===== config.mk =====
export PLATFORM = sky130hd
export DESIGN_NAME = micro_sysmem
export DESIGN_NICKNAME = d
export VERILOG_FILES = /design/src/rtl/micro_sysmem.sv
export SDC_FILE = /design/constraint.sdc
export NUM_CORES = 1
export LEC_CHECK = 0
export ABC_AREA = 1
export CAP_MARGIN = 20
export CORE_ASPECT_RATIO = 0.75
export CORE_MARGIN = 2
export CORE_UTILIZATION = 60
export CTS_BUF_LIST = sky130_fd_sc_hd__clkbuf_8 sky130_fd_sc_hd__clkbuf_16
export CTS_CLUSTER_DIAMETER = 60
export DETAILED_ROUTE_END_ITERATION = 8
export PLACE_DENSITY = 0.77
export SYNTH_ARGS = -nofsm -noshare
export SYNTH_HDL_FRONTEND = slang
export SYNTH_SLANG_ARGS = --single-unit

===== constraint.sdc =====
create_clock -name clk -period 6.2 [get_ports clk]
set_input_delay 1.86 -clock clk [delete_from_list [all_inputs] [get_ports clk]]
set_output_delay 1.86 -clock clk [all_outputs]
set_load 0.02 [all_outputs]

===== src/rtl/micro_sysmem.sv =====
// Memory subsystem for the 8-bit accumulator CPU: 62-byte RAM, program loader
// that holds the CPU in reset, and a memory-mapped output port with handshake.
module micro_sysmem #(
  parameter int unsigned     AW        = 6,
  parameter int unsigned     DW        = 8,
  parameter logic [AW-1:0]   OUT_ADDR  = 6'h3F,
  parameter logic [AW-1:0]   STAT_ADDR = 6'h3E
) (
  input  logic          clk,
  input  logic          reset,
  input  logic [AW-1:0] mem_addr,
  input  logic [DW-1:0] mem_din,
  input  logic          mem_read,
  input  logic          mem_write,
  output logic [DW-1:0] mem_dout,
  output logic          cpu_reset,
  input  logic          ld_start,
  input  logic [DW-1:0] ld_data,
  input  logic          ld_valid,
  output logic          ld_ready,
  input  logic          ld_last,
  output logic          ld_busy,
  output logic [DW-1:0] out_data,
  output logic          out_valid,
  input  logic          out_ready,
  output logic          out_ovf
);

  localparam int unsigned   DEPTH     = int'(STAT_ADDR);
  localparam logic [AW-1:0] LAST_ADDR = STAT_ADDR - AW'(1);

  typedef enum logic [1:0] {S_HOLD, S_LOAD, S_RELEASE, S_RUN} state_t;

  state_t        state, state_nxt;
  logic [AW-1:0] ptr;
  logic [DW-1:0] mem [DEPTH];
  logic          xfer, load_done, enter_load, cpu_wr, out_wr;

  // Reads are purely combinational, so the read strobe carries no information.
  logic unused_mem_read;
  assign unused_mem_read = mem_read;

  // A restart pulse in LOAD wins over a same-cycle transfer.
  assign xfer       = ld_ready && ld_valid && !ld_start;
  assign load_done  = xfer && (ld_last || ptr == LAST_ADDR);
  assign enter_load = ld_start && (state != S_RELEASE);
  assign cpu_wr     = mem_write && (state == S_RUN);
  assign out_wr     = cpu_wr && (mem_addr == OUT_ADDR);

  always_ff @(posedge clk or posedge reset) begin
    if (reset) state <= S_HOLD;
    else       state <= state_nxt;
  end

  always_comb begin
    state_nxt = state;
    cpu_reset = 1'b1;
    ld_busy   = 1'b0;
    ld_ready  = 1'b0;
    case (state)
      S_HOLD: if (ld_start) state_nxt = S_LOAD;
      S_LOAD: begin
        ld_busy  = 1'b1;
        ld_ready = 1'b1;
        if (load_done) state_nxt = S_RELEASE;
      end
      S_RELEASE: state_nxt = S_RUN;
      S_RUN: begin
        cpu_reset = 1'b0;
        if (ld_start) state_nxt = S_LOAD;
      end
      default: state_nxt = S_HOLD;
    endcase
  end

  always_ff @(posedge clk or posedge reset) begin
    if (reset)           ptr <= '0;
    else if (enter_load) ptr <= '0;
    else if (xfer)       ptr <= ptr + AW'(1);
  end

  // RAM has no reset so a partial load survives an asynchronous reset.
  always_ff @(posedge clk) begin
    if (xfer)
      mem[ptr] <= ld_data;
    else if (cpu_wr && mem_addr < STAT_ADDR)
      mem[mem_addr] <= mem_din;
  end

  always_comb begin
    mem_dout = '0;
    if (mem_addr == OUT_ADDR)
      mem_dout = out_data;
    else if (mem_addr == STAT_ADDR)
      mem_dout = {{(DW-1){1'b0}}, out_valid};
    else if (mem_addr < STAT_ADDR)
      mem_dout = mem[mem_addr];
  end

  // A write that coincides with a completing handshake refills the port.
  always_ff @(posedge clk or posedge reset) begin
    if (reset) begin
      out_data  <= '0;
      out_valid <= 1'b0;
      out_ovf   <= 1'b0;
    end else if (enter_load) begin
      out_valid <= 1'b0;
      out_ovf   <= 1'b0;
    end else if (out_wr) begin
      if (!out_valid || out_ready) begin
        out_data  <= mem_din;
        out_valid <= 1'b1;
      end else begin
        out_ovf   <= 1'b1;
      end
    end else if (out_valid && out_ready) begin
      out_valid <= 1'b0;
    end
  end

endmodule

# ---- After elaboration in Yosys (flattened, before gate mapping)
# Memory sizes are Yosys's and may differ from the RTL's.
# Cells that the tools add are included.
dict set report totals {
  rom_bits 0
  n_memories 1
  ramBits 496
  latchBits 0
  register_bits 18
}
# name words word_bits rd rd_clocked_by_memory_dff write_ports line_no
set memory_table {}
lappend memory_table {mem 62 8 1 0 1 36} ;# logic [DW-1:0] mem [DEPTH];
dict set report op_classes {
  n_mul 0
  eq_ne 11
  n_addsub 1
  n_bitwise 1
  n_mux 25
  reduce_logical 22
  n_shift 0
  div_mod_pow 0
  magnitude_cmp 1
}
# op n
set op_table {}
lappend op_table {{8-bit 2-to-1 mux} 4}
lappend op_table {{6-bit == test, second input constant} 3}
lappend op_table {{6-bit 2-to-1 mux} 3}
lappend op_table {{1-bit 2-to-1 mux} 15}
lappend op_table {{1-bit logical AND} 8}
lappend op_table {{8-bit OR reduction} 1}
lappend op_table {{6-bit by 1-bit adder with 6-bit output, second input constant} 1}
lappend op_table {{6-bit < comparator, second input constant} 1}
lappend op_table {{2-bit inequality test, second input constant} 3}
lappend op_table {{2-bit case mux with 3 select lines} 1}
lappend op_table {{2-bit AND reduction} 3}
lappend op_table {{2-bit == test, second input constant} 2}
lappend op_table {{2-bit 2-to-1 mux} 2}
lappend op_table {{2-bit nonzero test} 2}
lappend op_table {{3-bit by 2-bit inequality test with 1-bit output, second input constant} 1}
lappend op_table {{3-bit AND reduction} 1}
lappend op_table {{3-bit nonzero test} 1}
lappend op_table {{2-bit by 1-bit == test with 1-bit output, second input constant} 1}
lappend op_table {{1-bit zero test} 2}
lappend op_table {{2-bit zero test} 1}
lappend op_table {{1-bit logical OR} 2}
lappend op_table {{2-bit by 1-bit inequality test with 1-bit output, second input constant} 1}
lappend op_table {{2-bit OR reduction} 1}
lappend op_table {{1-bit inverter} 1}

# ---- Depth between registers and ports, before layout
# Gate-level depths: netlist of run 1.
dict set report depth {
  ltp_word 8
  depth_mapped 14
  depth_no_buf 12
}

# ---- Least setup slack after synthesis of run 1
# No wires, ideal clock.
dict set report synth_path {
  kind {input -> register}
  startpoint {input mem_addr[3]}
  endpoint {memory mem[0][0] (data pin)}
  arrival_time_ps 5055
  path_slack_ps 459
  path_buffers 3
  stages 6
  required_ps 5513
  cell_sequence {buf_2 nand4_4 nand3_4 buf_6 clkbuf_1 o21ai_0}
}
dict set report synth_between {
  elab_chain_len 7
}
# element line_no
set synth_lines {}
lappend synth_lines {{start: declaration} 11} ;# input logic [AW-1:0] mem_addr,
lappend synth_lines {{6-bit < comparator} 86} ;# else if (cpu_wr && mem_addr < STAT_ADDR)
lappend synth_lines {{1-bit logical AND} 86}
lappend synth_lines {{1-bit 2-to-1 mux} 86}
lappend synth_lines {{1-bit 2-to-1 mux} 84} ;# if (xfer)
lappend synth_lines {{1-bit 2-to-1 mux (not written as such)} 87} ;# mem[mem_addr] <= mem_din;
lappend synth_lines {{8-bit OR reduction (no line)} n/a}
lappend synth_lines {{8-bit 2-to-1 mux (no line)} n/a}
lappend synth_lines {{end: declaration} 36}
# Every way passes these cells.

# ---- Final worst setup path of run 1
dict set report layout_path {
  startpoint {input mem_addr[0]}
  endpoint {output mem_dout[4]}
}
dict set report layout_between {
  elab_chain_len 4
  word_cells_on_any_way 7
  cone_classes {order compare (1); eq/ne (2); mux (3); memory (1)}
}
# element line_no
set layout_lines {}
lappend layout_lines {{memory 62 x 8 bit / 6-bit < comparator (equally long branches)} n/a}
lappend layout_lines {{8-bit 2-to-1 mux} 96} ;# else if (mem_addr < STAT_ADDR)
lappend layout_lines {{8-bit 2-to-1 mux} 94} ;# else if (mem_addr == STAT_ADDR)
lappend layout_lines {{8-bit 2-to-1 mux *} 92} ;# if (mem_addr == OUT_ADDR)
lappend layout_lines {{end: declaration} 15} ;# output logic [DW-1:0] mem_dout,
# Mark *: on every way between the ends. The rest lies on a longest branch, timed or not.

==> results of run 1 <==
-- worst reg2reg max path, delay by kind of cell, from the launching register on --
family	cells	cell delay (ns)
and+or+nand+nor	4	1.90
adders and majority gates	1	0.26
DFF	1	0.42
AOI/OAI and AO/OA	1	0.16
buffers and inverters	2	0.30
-- routing by layer --
metal	vias to the layer above	wire [um]	global-route usage	part of all wire
met3	142	5940	0.0696	0.11
met2	811	24600	0.442	0.46
met5	-	0	0	0
met1	7238	20700	0.389	0.39
li1	7053	-	-	-
met4	0	1810	0.105	0.034
-- power by group through the flow --
stage               combinational, uW  sequential, uW  clock [uW]
CTS                              1010            4080        2690
global placement                  968            4150           0
detailed placement               1000            4160           0
floorplan                         548            4200           0
global route                     1130            4090        2830
finish                           1050            4080        2670
-- registers in the layout (all words and copies together), names as in the netlist --
name / cells
mem: 496
out_data: 8
out_ovf: 1
out_valid: 1
ptr: 6
state: 2
-- kinds of logic (layout without fill, tap and decap cells) --
group           after synthesis  after routing  share of synthesized area
compound gates               61             61                     0.0151
fa+ha+maj                     5              5                    0.00286
buf+inv                     229            332                     0.0432
flops                       514            514                      0.702
simple gates               1233           1233                      0.236
-- metrics by stage --
stage               instance area, um^2  power, uW  worst slack [ns]  cells  utilization
floorplan                         21800       4750             0.459   2042            -
finish                            24700       7810             0.129   2610        0.688
CTS                               24600       7790             0.197   2607        0.685
global placement                  23200       5120             0.249   2519        0.646
detailed placement                23200       5160             0.219   2519        0.646
global route                      24700       8050           0.00178   2610        0.688
-- worst min-delay path by stage --
stage,startpoint,to,depth (start not counted)
floorplan,ptr[1],ptr[1],2
global placement,out_ovf,out_ovf,2
global route,out_ovf,out_ovf,2
CTS,out_ovf,out_ovf,2
finish,out_ovf,out_ovf,2
detailed placement,out_ovf,out_ovf,2
-- final cells by class --
class                   count  area (um^2)
fillers                  2452        11200
repair buffers            122         1230
multi-input cells        1299         5650
well taps                 465          582
clock buffers              48         1200
clock inverters            40          208
flip-flops and latches    514        15300
inverters                 122          465
-- cells in the final DEF, fill, tap and decap left out, types with 8 or more instances in the layout --
master and n:
nand4_1 9, nand3_1 354, o21ai_4 8, clkinv_2 11, dfrtp_1 18, edfxtp_1 496
clkinv_1 13, o21ai_0 18, buf_4 60, clkdlybuf4s50_1 46, inv_1 129, a21oi_1 27
clkbuf_16 48, buf_12 11, nor2_1 125, nand2_1 735
==> impl_metrics.yaml, run 1 <==
die:
  num_rows: 60
  die_h_um: 169
  io_pins: 51
  die-area_um2: 38000
  start_util: 0.609
  core_area_um2: 35900
  die-width_um: 224
detailed_routing:
  ant_nets: 0
  vias: 15200
  wl_per_cell_um: 20.3
  drt_wl_total_um: 53000
  drt-initial-drc-count: 1876
  drc: 0
  vias_per_cell: 5.84
  first_pass_iters: 6
synthesis:
  synth_top_area_cell: "edfxtp_1"
  syn-num-nets: 2077
  syn_area_per_cell_um2: 10.7
  synth_common_cells: "nand2_1, edfxtp_1, nand3_1, nor2_1, inv_1"
  synth_ff_type: "edfxtp_1"
  synthCells: 2042
  ys_ff_latch: 514
  ys_warn_count: 0
  synth.top_cell.area_share: 0.682
  synth_enable_flop_cells: 496
  async_flop_share: 0.0350
  synth.most_common_cell: "nand2_1"
  synth_seq_area_share: 0.702
  synth_area_leaders: "edfxtp_1, nand2_1, nand3_1"
  netlist_area_um2: 21800
  yosys.cell_types.count: 32
setup_path:
  r2r_slack_ns: 2.79
  crit_path_start_kind: "input pin"
  worst_r2r_startpoint: "state[1]"
  worst_ep_required_time_ns: 4.34
  cpMaxStageDelayCell: "clkdlybuf4s50_1"
  worstPathCellList: "buf_6 -> inv_6 -> buf_12 -> nand2_1 -> nand3_1 -> nand3_1 -> nand2_1 -> nand2_1 -> nand3_1 -> nand3_1 -> nand2_1 -> nand2_1 -> nand2_1 -> clkdlybuf4s50_1"
  r2r_end: "mem[55][5]"
  slowest_delay_ns: 0.61
  crit_arrival_ns: 4.21
  crit_start: "mem_addr[0]"
  crit_top_cell: "nand2_1"
  critPathBufInv: 4
  crit_end: "mem_dout[4]"
  endpoint_kind: "output port"
  critPathKind: "in -> out"
  crit_family: "buffers and inverters"
  cp_max_fo: 65
  reg2reg_depth: 8
  cp_num_cells: 14
global_routing:
  grt_max_degree: 85
  grt_pass1_wl_um: 81300
  grt_pass1_vias: 14500
  antenna_found_initial: 0
  grt_overflow: 0
  track_usage: 0.282
cells_and_area:
  nets: 2141
  drive_above_1_share: 0.0755
  n_antenna_cell: 0
  syn_to_final_growth_pct: 13.0
timing:
  tns_ns: 0
  max_slew.worst_pin.slew_ns: 1.01
  hold_violations: 0
  rsz0062_at_grt: "false"
  max_freq_mhz: 165
  min_period_over_period: 0.979
  fin_crit_ns: 6.07
  finalHoldWorstSlack_ns: 0.519
  maxSlewHeadroom: 0.326
  maxSlewViolCount: 0
  setup-violations-final: 0
  fin_skew_ns: 0.0217
power_and_ir_drop:
  pwr-share-seq: 0.523
  power_frac_comb: 0.135
  clkPwrFrac: 0.342
  netSwitchingFraction: 0.261
  p_int_uw: 5780
  p_sw_uw: 2030
  p_leak_uw: 0.00965
  powerDensity_nw_per_um2: 317
  irDropWorstVdd_uv: 266
status:
  status: "completed"
clocking:
  ctsHoldBuffers: 0
  h-tree-depth: 2
  clock_sinks: 514
  clock_path_buffers: 3
  clockRootBuffer: "clkbuf_16"
  cts_inserted_buffers: 47
  path_clk_slew_ns: 0.06
  cts_tree: "done"
  cts_setup_buffers: 0
  clock_latency_ns: 0.57
  cts_resized: 0
flow_run:
  maxCapViolations: 0
min_path:
  hold_class: "reg -> reg"
place:
  numPortBuffers: 49
  gp_congestion: 0.937
  hpwl_um: 31500
Power figures use the tool's default switching activity.
==> run 2: changes to the inputs <==
--- a/config.mk
+++ b/config.mk
@@ -7,7 +7,6 @@
 export LEC_CHECK = 0
 export ABC_AREA = 1
 export CAP_MARGIN = 20
-export CORE_ASPECT_RATIO = 0.75
 export CORE_MARGIN = 2
 export CORE_UTILIZATION = 60
 export CTS_BUF_LIST = sky130_fd_sc_hd__clkbuf_8 sky130_fd_sc_hd__clkbuf_16
==> run 2 against run 1 <==
Utilization up 0.99 points. Via count decreased by 1.2%. Maximum frequency increased by 0.34%. Final area grew 1.0%. Largest power group unchanged. Critical path type unchanged. Die area about the same. Routed wire length fell by 1.3%. Critical path depth unchanged. Largest cell class unchanged. Sequential power barely moved.
==> impl_metrics.yaml, run 2 (same netlist as run 1, synthesis figures left out) <==
status:
  status: "completed"
clocking:
  h-tree-depth: 2
  cts_tree: "done"
  cts_resized: 0
  cts_setup_buffers: 0
  path_clk_slew_ns: 0.06
  clockRootBuffer: "clkbuf_16"
  ctsHoldBuffers: 0
  clock_sinks: 514
  clock_path_buffers: 3
  cts_inserted_buffers: 51
  clock_latency_ns: 0.57
timing:
  finalHoldWorstSlack_ns: 0.501
  fin_crit_ns: 6.05
  max_freq_mhz: 165
  fin_skew_ns: 0.0120
  tns_ns: 0
  maxSlewHeadroom: 0.287
  max_slew.worst_pin.slew_ns: 1.07
  min_period_over_period: 0.976
  maxSlewViolCount: 0
  rsz0062_at_grt: "false"
  hold_violations: 0
  setup-violations-final: 0
power_and_ir_drop:
  powerDensity_nw_per_um2: 328
  p_leak_uw: 0.00976
  irDropWorstVdd_uv: 283
  total_power_uw: 8180
min_path:
  min_from: "out_ovf"
  hold_class: "reg -> reg"
global_routing:
  grtUsageMet1: 0.376
  grt_overflow: 0
  antenna_found_initial: 0
  top_usage_layer: "met2"
  grt_pass1_vias: 14800
  grt_max_degree: 81
  use_met2: 0.464
  grt_pass1_wl_um: 81300
  track_usage: 0.280
  grt_use_met3: 0.0415
setup_path:
  crit_path_start_kind: "input pin"
  crit_start: "mem_addr[0]"
  crit_arrival_ns: 4.19
  endpoint_kind: "output port"
  worst_ep_required_time_ns: 4.34
  cp_max_fo: 48
  critPathKind: "in -> out"
  worst_r2r_startpoint: "state[1]"
cells_and_area:
  nets: 2147
  layout_commonest_cell: "nand2_1"
  reg.largest.list: "mem (496), out_data (8), ptr (6)"
  syn_to_final_growth_pct: 14.1
  largest_reg_flops: 496
  final_cell_mix: "nand2_1, edfxtp_1, nand3_1"
  stdcell_area_um2: 24900
  top_register: "mem"
  drive_above_1_share: 0.0822
  n_antenna_cell: 0
detailed_routing:
  vias_per_cell: 5.76
  wl_per_cell_um: 20.0
  drc: 0
  first_pass_iters: 6
  drt-initial-drc-count: 1745
  vias: 15100
  drt_wl_total_um: 52300
  ant_nets: 0
die:
  die_h_um: 195
  core_area_um2: 35700
  start_util: 0.611
  die-area_um2: 38000
  die-width_um: 195
  num_rows: 69
  io_pins: 51
flow_run:
  maxCapViolations: 0
place:
  hpwl_um: 31100
  gp_congestion: 0.911
  numPortBuffers: 49
  placed_area_um2: 23200
==> run 2: layout make-up <==
type	count	area, um^2
multi-input cells	1299	5650
clock buffers	55	1350
well taps	461	577
inverters	122	465
fillers	2438	10800
flip-flops and latches	514	15300
clock inverters	39	309
repair buffers	124	1240
==> run 2: path summary, 6_finish.rpt <==
path	to	slack, ns	depth (start not counted)
max	mem_dout[3]	0.15	14
min	out_ovf	0.50	2
max reg2reg	mem[15][5]	2.75	8
min reg2reg	out_ovf	0.50	2
max in group asynchronous	ptr[0]	4.00	2
min in group asynchronous	out_data[4]	1.72	2
==> run 2: per-layer routing <==
metal / share of wire / vias up / routed length (um)
li1: - / 7067 / -
met1: 0.38 / 7063 / 20000
met2: 0.49 / 797 / 25500
met3: 0.090 / 136 / 4700
met4: 0.039 / 0 / 2020
met5: 0 / - / 0
==> run 2: power breakdown <==
group          leakage, uW  switching, uW  internal [uW]  total (uW)
Clock             0.000855           1270           1780        3050
Sequential         0.00471           27.9           4060        4080
Combinational      0.00419            776            273        1050
Total              0.00976           2070           6110        8180
==> run 2: critical path: stages <==
cell and delay (ns):
buf_6 0.13, inv_6 0.18, buf_12 0.26, nand2_1 0.09
nand3_1 0.10, nand3_1 0.09, nand2_1 0.14, nand2_1 0.09
nand3_1 0.13, nand3_1 0.22, nand2_1 0.12, nand2_1 0.07
nand2_1 0.07, clkdlybuf4s50_1 0.60
==> run 2: through the flow <==
step	worst slack [ns]	cells	util
2_1_floorplan	0.459	2042	-
3_3_place_gp	0.257	2518	0.650
3_5_place_dp	0.235	2519	0.650
4_1_cts	0.203	2613	0.697
5_1_grt	0.0385	2614	0.698
6_report	0.150	2614	0.698
==> variant 1, RTL diff (flow settings as in run 1) <==
Change the parameter `DW` from 8 to 10.
--- a/src/rtl/micro_sysmem.sv
+++ b/src/rtl/micro_sysmem.sv
@@ -2,7 +2,7 @@
 // that holds the CPU in reset, and a memory-mapped output port with handshake.
 module micro_sysmem #(
   parameter int unsigned     AW        = 6,
-  parameter int unsigned     DW        = 8,
+  parameter int unsigned     DW        = 10,
   parameter logic [AW-1:0]   OUT_ADDR  = 6'h3F,
   parameter logic [AW-1:0]   STAT_ADDR = 6'h3E
 ) (
Interface: changed (resized ld_data, mem_din, mem_dout and out_data); port bits go from 51 to 59. The function was not compared with the original's and may differ.
==> variant 1 against run 1 <==
  * Non-clock buffer count increased by 44
  * Hold slack better by 0.012 ns
  * Via count up 24%
  * Worst setup slack got worse by 0.028 ns
  * Die area increased by 23%
  * Routed wire length increased by 26%
  * Largest cell class unchanged
  * Total power is 30% higher
  * Cell area up 25%
  * Area after synthesis rose by 24%
  * Largest power group unchanged
  * Critical endpoint is now mem_dout[7]
  * Sequential cell count up 126
  * Sequential power up 25%
==> variant 1: results (changes against run 1) <==
Run status -> finished clean (unchanged)
Net Sw Frac -> 25.61% (was 26.05%)
Final HPWL DP -> 40620 um (was 31470 um)
Number of non-clock inverters -> 150 (was 122)
Placed cell area -> 0.02894 mm^2 (was 0.02319 mm^2)
Final nets -> 2639 (was 2141)
Largest cells by area after synthesis -> edfxtp_1 69%, nand2_1 13%, nand3_1 8.1%, inv_1 2.0%, dfrtp_1 1.8% (was edfxtp_1 68%, nand2_1 13%, nand3_1 8.1%, nor2_1 2.1%, dfrtp_1 2.1%)
Insertion delay to the later sink of the worst-skew pair -> 0.61 ns (was 0.57 ns)
# clock sinks -> 640 (was 514)
Critical hold path startpoint -> ptr[2] (was out_ovf)
Count of cells along the worst hold path -> 1 (was 2)
Global Route met1 Usage -> 40.87% (was 38.93%)
Worst clock skew -> 0.02827 ns (was 0.02174 ns)
Area occupied by multi-input gates -> 0.006890 mm^2 (was 0.005647 mm^2)
Pre-CTS setup slack -> 0.1787 ns (was 0.2187 ns)
Cell Area, Synth -> 0.02709 mm^2 (was 0.02184 mm^2)
Sequential fraction of the synthesis area -> 70.57% (was 70.24%)
Wire length on met1 -> 26350 um (was 20650 um)
Signal buffers share of area -> 5.353% (was 4.984%)
GR Util All Layers -> 28.87% (was 28.24%)
Slew HR -> 29.46% (was 32.61%)
Total placed cells including tap cells -> 3125 (was 2519)
Endpoint, Worst Hold -> ptr[2] (was out_ovf)
Proportion of synthesized flip-flops having asynchronous set or reset -> 3.125% (was 3.502%)
Vias in the first global route -> 18090 (was 14460)
Number of cells on the worst reg-to-reg path -> 9 (was 8)
Number of combinational gates with multiple inputs -> 1584 (was 1299)
Routed length per instance -> 20.70 um (was 20.30 um)
Clock Buffer Count -> 68 (was 48)
CTS Buf Count -> 58 (was 47)
Leakage power -> 12.09 nW (was 9.652 nW)
Max Clock Freq -> 164.0 MHz (was 164.7 MHz)
Routed via count -> 18860 (was 15240)
Capturing element of the worst setup path -> mem_dout[7] (was mem_dout[4])
GR Util met2 -> 46.18% (was 44.15%)
Post-synthesis area per instance -> 10.78 um^2 (was 10.70 um^2)
Fraction of final layout cells sized beyond drive strength 1 -> 8.906% (was 7.552%)
variant 1: cell types whose count changed in the layout (fill, tap and decap cells not counted), moves of 7 or more:
| cell | change |
|---|---|
| buf_12 | +9 |
| buf_4 | +29 |
| clkbuf_16 | +13 |
| clkbuf_8 | +7 |
| clkdlybuf4s50_1 | +8 |
| edfxtp_1 | +124 |
| inv_1 | +17 |
| nand2_1 | +192 |
| nand3_1 | +86 |
| o21ai_1 | +15 |
variant 1: power groups by stage:
stage	combinational, mW	sequential (mW)	clock [mW]
after floorplan	0.700	5.27	0
after global placement	1.26	5.21	0
after detailed placement	1.30	5.21	0
after CTS	1.31	5.12	3.68
after global routing	1.44	5.12	3.84
final	1.35	5.12	3.65
variant 1: kinds of logic (layout without fill, tap and decap cells):
logic type	Yosys count	in the layout	synth area share [%]
compound gates	68	68	1.423
simple gates	1510	1510	23.32
fa+ha+maj	5	5	0.2309
flops	640	640	70.57
buf+inv	289	426	4.415
mux	1	1	0.03695
==> variant 2, RTL diff (config.mk and constraints of run 1) <==
Made on the original files. The 4 states of `state_t` get a Gray code encoding in 2 bits.
--- a/src/rtl/micro_sysmem.sv
+++ b/src/rtl/micro_sysmem.sv
@@ -29,7 +29,7 @@
   localparam int unsigned   DEPTH     = int'(STAT_ADDR);
   localparam logic [AW-1:0] LAST_ADDR = STAT_ADDR - AW'(1);
 
-  typedef enum logic [1:0] {S_HOLD, S_LOAD, S_RELEASE, S_RUN} state_t;
+  typedef enum logic [1:0] {S_HOLD = 2'b00, S_LOAD = 2'b01, S_RELEASE = 2'b11, S_RUN = 2'b10} state_t;
 
   state_t        state, state_nxt;
   logic [AW-1:0] ptr;
Formal check against the unedited RTL: same outputs for any inputs over 4 cycles, from zero or initial values and one cycle with reset high; so few cycles prove little.
==> variant 2 against run 1 <==
  * Non-clock buffer count down 32
  * Routed wire length down 0.84%
  * Cell area down 1.2%
  * Clock skew down 0.013 ns
  * Worst setup slack worse by 0.0024 ns
  * Sequential cell count unchanged
  * Combinational power down 18%
  * Total power down 3.8%
  * Area after synthesis down 0.11%
  * Count of clock-buffer cells in the layout up 1
  * Synthesized cell count down 0.44%
  * Critical path type unchanged
==> variant 2: results (changes against run 1) <==
Wire length of the first global-routing pass -> 80920 um (was 81290 um)
Maximum number of pins on one net before global-route repair -> 102 (was 85)
Worst IR drop on VDD -> 0.0002934 V (was 0.0002665 V)
Met3 layer wire length in the routed design -> 5563 um (was 5938 um)
Global placer's final weighted congestion -> 0.8776 (was 0.9370)
Fraction of final layout cells sized beyond drive strength 1 -> 6.785% (was 7.552%)
Slew HR -> 33.50% (was 32.61%)
Initial antenna violation count -> 0 (unchanged)
Placed cell area -> 0.02298 mm^2 (was 0.02319 mm^2)
Final nets -> 2096 (was 2141)
Routed via count -> 15010 (was 15240)
Fillcell total -> 2580 (was 2452)
Run status -> finished clean (unchanged)
Worst clock skew -> 0.009002 ns (was 0.02174 ns)
H-tree level count -> 2 (unchanged)
Clock tree root buffer cell -> clkbuf_16 (unchanged)
Routed wl met2 -> 24000 um (was 24580 um)
Largest fanout on the critical path -> 9 (was 65)
Resized Gates After CTS -> 0 (unchanged)
Leakage power -> 9.415 nW (was 9.652 nW)
Critical path's largest stage delay -> 0.68 ns (was 0.61 ns)
Final HPWL DP -> 31640 um (was 31470 um)
Vias in the first global route -> 14360 (was 14460)
Wire length on met1 -> 21480 um (was 20650 um)
Routed length per instance -> 20.54 um (was 20.30 um)
Number of synthesized flops with an enable pin -> 496 (unchanged)
Drt initial violations -> 2007 (was 1876)
Sequential fraction of the synthesis area -> 70.33% (was 70.24%)
Data arrival time of the critical path -> 4.21 ns (about the same)
Largest cells by area after synthesis -> edfxtp_1 68%, nand2_1 13%, nand3_1 8.1%, dfrtp_1 2.1%, nor2_1 2.0% (was edfxtp_1 68%, nand2_1 13%, nand3_1 8.1%, nor2_1 2.1%, dfrtp_1 2.1%)
Top cell types by occurrence after synthesis -> 737 x nand2_1, 496 x edfxtp_1, 353 x nand3_1, 118 x nor2_1, 108 x inv_1 (was 735 x nand2_1, 496 x edfxtp_1, 354 x nand3_1, 125 x nor2_1, 114 x inv_1)
GR Util All Layers -> 28.08% (was 28.24%)
Number of detailed-routing iterations run before antenna repair -> 5 (was 6)
Number of distinct library cell variants in the gate-level netlist after synthesis -> 31 (was 32)
## variant 2: changes by cell type after synthesis, sizes merged, moves of 4 or more
cell / delta
nor2: -8
o21ai: +8
a21oi: -6
inv: -4
nand2: +5
clkbuf: +4
## variant 2: final cells by class
type / count / area, um^2 / share of cell area (%)
inverter: 120 / 461.7 / 1.893
tap: 465 / 581.8 / 2.386
clock inverter: 29 / 145.1 / 0.5952
multi-input combinational: 1291 / 5632 / 23.09
sequential: 514 / 15340 / 62.92
timing repair buffer: 90 / 994.7 / 4.079
clock buffer: 49 / 1226 / 5.028
## variant 2: power by group
part	internal [mW]	total (mW)	switching, mW	leakage [nW]
Sequential	3.97	3.99	0.0173	4.71
Combinational	0.221	0.859	0.638	3.98
Clock	1.45	2.67	1.21	0.726
## variant 2: final timing paths
| check | from | to | slack [ns] | depth (start not counted) |
|---|---|---|---|---|
| min in group asynchronous | reset | out_data[3] | 1.74 | 2 |
| worst max-delay path | mem_addr[4] | mem_dout[1] | 0.13 | 8 |
| worst min register to register | out_ovf | out_ovf | 0.51 | 2 |
| worst min-delay path | out_ovf | out_ovf | 0.51 | 2 |
| worst max register to register | state[0] | mem[58][6] | 3.03 | 7 |
| max in group asynchronous | reset | out_data[1] | 3.99 | 2 |
## variant 2: through the flow
stage               instances  hold WS [ns]  power (mW)  setup slack, ns
floorplan                2033        0.4759       4.558           0.4630
global placement         2478        0.4860       4.862           0.1591
detailed placement       2479        0.4916       4.896           0.1454
CTS                      2557        0.5103       7.508           0.1240
global route             2558        0.5453       7.730          0.04564
finish                   2558        0.5101       7.513           0.1268
## variant 2: logic make-up (layout without fill, tap and decap cells)
| family | after synthesis | count (layout) | share of synthesized area [%] |
|---|---|---|---|
| buffers and inverters | 228 | 288 | 4.278 |
| flip-flops | 514 | 514 | 70.33 |
| AO/OA/AOI/OAI | 63 | 63 | 1.726 |
| AND/OR/NAND/NOR | 1226 | 1226 | 23.56 |
| adder cells (fa/ha/maj) | 2 | 2 | 0.1147 |
## variant 2: worst max-delay path, delay by kind of cell
family | cells | cell delay [ns]
buf+inv | 3 | 1.70
simple gates | 5 | 0.64
## variant 2: layer usage
metal,vias up,track usage [%]
met4,0,8.005
met2,783,43.40
met5,-,0
li1,6951,-
met3,112,5.627
met1,7164,41.22
